[src/rtl/muldiv_unit.sv]
// Iterative multiply/divide unit: 1 bit per cycle shift-add multiply and restoring
// divide on operand magnitudes, with sign correction applied when the result is written.
module muldiv_unit #(
    parameter int WIDTH = 32
) (
    input  logic                 clk,
    input  logic                 resetn,
    input  logic                 start,
    input  logic [1:0]           op,
    input  logic                 annul,
    input  logic [WIDTH-1:0]     src1,
    input  logic [WIDTH-1:0]     src2,
    output logic                 busy,
    output logic                 ready,
    output logic [2*WIDTH-1:0]   result,
    output logic                 div_by_zero,
    output logic                 stallreq
);

    localparam int CW = $clog2(WIDTH);
    localparam logic [CW-1:0] LAST = CW'(WIDTH - 1);

    typedef enum logic [1:0] {IDLE, CALC, DONE} state_t;

    state_t               state;
    logic [CW-1:0]        cnt;
    logic [2*WIDTH-1:0]   acc;
    logic [WIDTH-1:0]     b_mag;
    logic                 is_div;
    logic                 neg_q;
    logic                 neg_r;

    logic [WIDTH:0]       add_sum;
    logic [WIDTH:0]       rem_cand;
    logic [WIDTH:0]       rem_diff;
    logic [2*WIDTH-1:0]   acc_next;

    function automatic logic [WIDTH-1:0] mag(input logic [WIDTH-1:0] v, input logic sgn);
        return (sgn && v[WIDTH-1]) ? -v : v;
    endfunction

    // Product negated as a whole; quotient and remainder corrected independently.
    function automatic logic [2*WIDTH-1:0] fix_sign(input logic [2*WIDTH-1:0] raw,
                                                    input logic div, input logic nq,
                                                    input logic nr);
        logic signed [2*WIDTH-1:0] prod;
        logic signed [WIDTH-1:0]   quo;
        logic signed [WIDTH-1:0]   rem;
        prod = nq ? -$signed(raw) : $signed(raw);
        quo  = nq ? -$signed(raw[WIDTH-1:0]) : $signed(raw[WIDTH-1:0]);
        rem  = nr ? -$signed(raw[2*WIDTH-1:WIDTH]) : $signed(raw[2*WIDTH-1:WIDTH]);
        return div ? {rem, quo} : prod;
    endfunction

    // acc holds {hi, lo}: product accumulator / multiplier, or remainder / quotient.
    always_comb begin
        add_sum  = {1'b0, acc[2*WIDTH-1:WIDTH]} + (acc[0] ? {1'b0, b_mag} : '0);
        rem_cand = acc[2*WIDTH-1:WIDTH-1];
        rem_diff = rem_cand - {1'b0, b_mag};
        if (is_div) begin
            if (!rem_diff[WIDTH])
                acc_next = {rem_diff[WIDTH-1:0], acc[WIDTH-2:0], 1'b1};
            else
                acc_next = {rem_cand[WIDTH-1:0], acc[WIDTH-2:0], 1'b0};
        end else begin
            acc_next = {add_sum, acc[WIDTH-1:1]};
        end
    end

    assign stallreq = resetn & (((state == IDLE) & start & ~annul) | (state == CALC));

    always_ff @(posedge clk or negedge resetn) begin
        if (!resetn) begin
            state       <= IDLE;
            cnt         <= '0;
            acc         <= '0;
            b_mag       <= '0;
            is_div      <= 1'b0;
            neg_q       <= 1'b0;
            neg_r       <= 1'b0;
            busy        <= 1'b0;
            ready       <= 1'b0;
            result      <= '0;
            div_by_zero <= 1'b0;
        end else begin
            case (state)
                IDLE: begin
                    ready <= 1'b0;
                    if (start && !annul) begin
                        if (op[1] && (src2 == '0)) begin
                            state       <= DONE;
                            ready       <= 1'b1;
                            result      <= {src1, {WIDTH{1'b1}}};
                            div_by_zero <= 1'b1;
                        end else begin
                            state  <= CALC;
                            busy   <= 1'b1;
                            cnt    <= '0;
                            acc    <= {{WIDTH{1'b0}}, mag(src1, op[0])};
                            b_mag  <= mag(src2, op[0]);
                            is_div <= op[1];
                            neg_q  <= op[0] & (src1[WIDTH-1] ^ src2[WIDTH-1]);
                            neg_r  <= op[1] & op[0] & src1[WIDTH-1];
                        end
                    end
                end
                CALC: begin
                    if (annul) begin
                        state <= IDLE;
                        busy  <= 1'b0;
                    end else begin
                        acc <= acc_next;
                        cnt <= cnt + 1'b1;
                        if (cnt == LAST) begin
                            state       <= DONE;
                            busy        <= 1'b0;
                            ready       <= 1'b1;
                            result      <= fix_sign(acc_next, is_div, neg_q, neg_r);
                            div_by_zero <= 1'b0;
                        end
                    end
                end
                DONE: begin
                    state <= IDLE;
                    ready <= 1'b0;
                end
                default: begin
                    state <= IDLE;
                    busy  <= 1'b0;
                    ready <= 1'b0;
                end
            endcase
        end
    end

endmodule

[config.mk]
export PLATFORM = sky130hd
export DESIGN_NAME = muldiv_unit
export DESIGN_NICKNAME = d
export VERILOG_FILES = /design/src/rtl/muldiv_unit.sv
export SDC_FILE = /design/constraint.sdc
export NUM_CORES = 1
export LEC_CHECK = 0
export BUFFER_PORTS_ARGS = -buffer_cell sky130_fd_sc_hd__clkbuf_2
export CAP_MARGIN = 10
export CORE_AREA = 3 3 228 230
export DETAILED_ROUTE_END_ITERATION = 12
export DIE_AREA = 0 0 231 233
export GPL_TIMING_DRIVEN = 1
export PLACE_DENSITY_LB_ADDON = 0.1
export SLEW_MARGIN = 15
export SYNTH_ARGS = -nofsm -noshare
export SYNTH_HDL_FRONTEND = slang
export SYNTH_SLANG_ARGS = --single-unit
[constraint.sdc]
create_clock -name clk -period 5.3 [get_ports clk]
set_input_delay 0.795 -clock clk [delete_from_list [all_inputs] [get_ports clk]]
set_output_delay 0.795 -clock clk [all_outputs]
set_load 0.005 [all_outputs]
---- Word-level counts from Yosys, hierarchy flattened ----
Cells that the tools add are included.
W data, S select, Z words.
cells by class
  multiplexer cells ....................... 41
  bitwise logic cells ..................... 11
  equality and inequality tests ........... 9
  add/subtract/negate cells ............... 8
  reductions and logical operators ........ 14
operators by type and width
  operator               count
  $mux W64               11
  $pmux W64 S2           2
  $mux W32               5
  $neg A32 Y32           4
  $neg A64 Y64           1
  $add A32 B32 Y33       1
  $sub A33 B32 Y33       1
  $logic_not A32 Y1      1
  $mux W5                3
  $mux W1                11
  $pmux W5 S2            1
  $mux W2                4
  $reduce_and A4 Y1      2
  $and A1 B1 Y1          6
  $ne A2 B1 Y1 const B   3
  $add A5 B1 Y5 const B  1
  $eq A5 B5 Y1 const B   1
  $reduce_and A5 Y1      1
  $logic_and A1 B1 Y1    4
  $ne A2 B2 Y1 const B   2
  $pmux W1 S2            2
  $pmux W2 S2            1
  $reduce_and A2 Y1      2
  $ne A3 B2 Y1 const B   1
  other kinds (10)       12
storage, ports and cells
  register bits after elaboration ......... 173
  output and inout port bits .............. 68
  logic and storage cells ................. 94

---- Longest topological paths before layout ----
  word-level depth ........................ 9
  depth in mapped cells ................... 24

---- Worst setup path after synthesis ----
No wires, ideal clock.
  path type ............................... reg-to-reg
  from .................................... reg acc[31]
  to ...................................... reg result[60]
  slack ................................... 215 ps
  data arrival time ....................... 4958 ps
  data required time ...................... 5173 ps
  buffers on the path ..................... 2
  stages on the path, launching flop included .. 25
  path through ............................ dfrtp_1 inv_1 ha_1 inv_1 fa_1 a211oi_1 o211ai_1 nand2_2 a21o_1 a211oi_2 buf_4 mux2i_1 ha_1 nand2_1 or3_1 or2_1 or3_1 clkbuf_1 or2_1 nand2_1 nand4_1 or3_1 o21ai_1 mux2i_1 nand3_1
between the ends
  longest elaborated chain between the ends .. 9
ends and longest elaborated chain
  item                                          RTL line  text
  start, declared                               27        logic [2*WIDTH-1:0] acc;
  start signal, assigned                        99        acc <= {{WIDTH{1'b0}}, mag(src1, op[0])};
  start signal, assigned                        112       acc <= acc_next;
  $sub A33 B32 Y33                              59        rem_diff = rem_cand - {1'b0, b_mag};
  $mux W64                                      61        if (!rem_diff[WIDTH])
  $mux W64 (*)                                  60        if (is_div) begin
  $neg A64 Y64 or $neg A32 Y32 (tied branches)  49, 51
  $mux W64 or $mux W32 (tied branches)          49, 51
  $mux W64 (*)                                  52        return div ? {rem, quo} : prod;
  $mux W64 (*)                                  114       if (cnt == LAST) begin
  $mux W64 (*)                                  108       if (annul) begin
  $pmux W64 S2 (*)                              86        case (state)
  end signal, assigned                          93        result <= {src1, {WIDTH{1'b1}}};
  end signal, assigned                          118       result <= fix_sign(acc_next, is_div, neg_q, neg_r);
  end, declared                                 15        output logic [2*WIDTH-1:0] result,
Mark *: on every way between the ends. The rest lies on a longest branch, timed or not. The select of a mux whose other input is x is not followed.
A chain may end at the register's enable or synchronous reset.

---- Final worst setup path ----
  from .................................... reg acc[61]
  to ...................................... reg result[60]
The elaborated chain is that of the path after synthesis.

==> flow_summary.yaml <==
power_and_ir_drop:
  intPower_uw: 4960
  ir_drop_mv: 0.248
  p_sw_frac: 0.530
  pwr-share-comb: 0.695
  pwr-share-seq: 0.182
  clkPwrFrac: 0.123
  power_density_nw_per_um2: 607
  power_uw: 10500
  switchingPower_uw: 5590
  leakagePower_uw: 0.00779
floorplan:
  die_h_microns: 233
  start_util: 0.299
  std_cell_rows: 82
  die_w_microns: 231
  coreArea_sq_um: 50100
  dieArea_sq_um: 53800
  pin_count: 138
logic_synthesis:
  ys_types: 89
  ys_seq_area_frac: 0.289
  synth-seq-cells: 173
  avgSynthCellArea_sq_um: 7.67
  yosys_warnings: 0
  netlist_area_sq_um: 15000
  synth_ff_type: "dfrtp_1"
  synth_fp_nets: 2094
  synth_top_area_cell: "dfrtp_1"
  syn_inst: 1952
  yosys.area.top_type_share: 0.289
  synth_edf_count: 0
  async_reset_ff_frac: 1.00
  synth_area_leaders: "dfrtp_1, a21oi_1, nand2_1"
sta:
  drv_slew: 0
  worst-slew-pin-transition_ps: 1130
  timing.fmax_mhz: 202
  setup_viol: 0
  slew_headroom: 0.245
  hold_viol: 0
  finClkSkew_ps: 19.0
  min_period_ps: 4960
  fin_crit_sh: 0.936
  fin_ws_ps: 339
  tns_ps: 0
clocking:
  cts_tree: "yes"
  cts_inserted_buffers: 17
  clk_pin_slew_ps: 80
  clock-sinks: 173
  clock_path_buffers: 2
  root_buffer: "clkbuf_16"
  clk_latency_ps: 510
  htree_levels: 4
critical_path:
  worstRegToRegCells: 20
  reg2reg_to: "result[60]"
  r2r-start: "acc[61]"
  critical_path_class: "register to register"
  critPathCaptureType: "register"
  critPathTopFamily: "simple AND/OR/NAND/NOR gates"
  crit_path_max_fanout: 5
  cp.buffers_inverters: 1
  worstPathArrival_ps: 5340
  crit_chain: "ha_1 -> nand4_1 -> buf_4 -> nor4_4 -> and2_1 -> o31a_1 -> a211oi_4 -> mux2i_1 -> ha_1 -> nand2_1 -> or3_1 -> or2_1 -> or3_1 -> or2_1 -> nand2_1 -> nand4_1 -> or3_1 -> o21ai_1 -> mux2i_1 -> nand3_1"
  start_kind: "register"
  crit_path_frequent_cell: "or3_1"
  cp_slowest_stage_delay_ps: 430
  r2r_slack_ps: 340
  required_ps: 5680
  crit_slowest_cell: "dfrtp_1"
placement:
  hpwl_mm: 46.1
  port_buffers: 137
  pre_cts_slack_ps: 255
  place.gp.congestion: 0.902
  place_area_sq_um: 16800
drt:
  avgRoutedWirePerCell_microns: 21.4
  ant_nets: 0
  dr.pass1.iters: 5
  num_vias: 14919
  drc: 0
  drt_iter0_markers: 1158
  viasPerCell: 5.39
  wl_mm: 59.4
grt:
  first_global_vias: 14804
  antenna_found_initial: 1
  grt_overflow: 0
  grt_max_degree: 82
  grt_pass1_wl_mm: 90.2
  grt_use_total: 0.220
final_layout:
  final_area_sq_um: 17400
  fin_nets: 2226
  area_growth_pct: 16.0
  drive_above_1_share: 0.143
  mostFrequentLayoutCells: "nand2_1, a21oi_1, nor2_1"
  multi_input_area_sq_um: 10000
  seqCellArea_sq_um: 4330
  layout_commonest_cell: "nand2_1"
  fillers: 5500
hold_path:
  hp-class: "primary input to asynchronous set/reset pin"
job:
  drv_cap: 0
run_status:
  status: "complete, no violations"
flip-flops by register name (all words and copies together), names as in the netlist:
name         flops
neg_q            1
acc             64
b_mag           32
cnt              5
div_by_zero      1
neg_r            1
is_div           1
busy             1
state            2
ready            1
result          64
power by group through the flow:
stage / Sequential [uW] / Clock (uW) / Combinational [uW]
2_1_floorplan: 1820 / 0 / 4770
3_3_place_gp: 1930 / 0 / 7270
3_5_place_dp: 1950 / 0 / 7230
4_1_cts: 1920 / 1330 / 7280
5_1_grt: 1970 / 1370 / 8010
6_report: 1920 / 1290 / 7330
cells in the mapped netlist, drive strengths merged, types with 7 or more instances:
cell    count
inv        57
o21ai     187
and2       45
nand2b     10
dfrtp     173
nand4      17
mux2       14
or3        25
nor4       10
clkbuf     85
o211ai     27
o21a       11
a21o       27
mux2i      39
and3       23
buf        22
o31ai      18
xnor2      91
nand2     243
a21oi     207
o22ai       7
or4        11
nor2      189
a41oi       7
xor2       72
ha         70
a22o       26
nor3       49
nor2b       9
a31oi      39
nand3      48
a211oi     13
area by class of cell:
cell class              instances  area share
repair buffers                220      0.0781
well taps                     672      0.0484
multi-input cells            1614       0.579
diodes                          1    0.000144
flip-flops and latches        173       0.250
clock buffers                  18      0.0247
clock inverters                14     0.00771
inverters                      58      0.0125
cells by family (layout without fill, tap and decap cells):
logic type	after synthesis	count (layout)	synth area share
compound gates	617	617	0.251
xor+xnor	163	163	0.0954
fa+ha+maj	72	72	0.0612
buf+inv	165	310	0.0437
flops	173	173	0.289
mux	53	53	0.0369
other cells	0	1	0
simple gates	709	709	0.223
stage by stage:
step | hold slack (ps) | cells | utilization
global placement | 474 | 2735 | 0.335
CTS | 264 | 2767 | 0.346
detailed placement | 480 | 2735 | 0.335
global route | 284 | 2770 | 0.347
finish | 273 | 2770 | 0.347
floorplan | 459 | 1952 | -
worst max-delay path by stage:
stage	depth (start not counted)	end	slack [ps]	from
after CTS	19	result[60]	230	acc[60]
after global placement	19	result[60]	350	acc[43]
after floorplan	24	result[60]	220	acc[31]
final	20	result[60]	340	acc[61]
after global routing	20	result[60]	-70	acc[60]
after detailed placement	19	result[60]	250	acc[61]
per-layer routing:
layer	track usage	vias to the layer above	share of wire
met2	0.373	340	0.48
met3	0.0340	77	0.037
met4	0.0821	0	0.031
met1	0.284	7251	0.45
li1	-	7251	-
met5	0	-	0
repair_timing:
action | in CTS | in global routing
hold buffers | 0 | 0
hold endpoints to repair | 0 | 0
gates resized for setup | 0 | 7
setup buffers | 0 | 2
setup endpoints to repair | 0 | 4
worst register-to-register path, delay by kind of cell, from the launching register on:
| family | cells | cell delay (ps) |
|---|---|---|
| buffers and inverters | 1 | 180 |
| AO/OA/AOI/OAI | 3 | 490 |
| AND/OR/NAND/NOR | 12 | 2760 |
| flip-flops | 1 | 430 |
| multiplexers | 2 | 400 |
| adder cells (fa/ha/maj) | 2 | 600 |
Note: power is estimated with default switching activity, not from simulation.
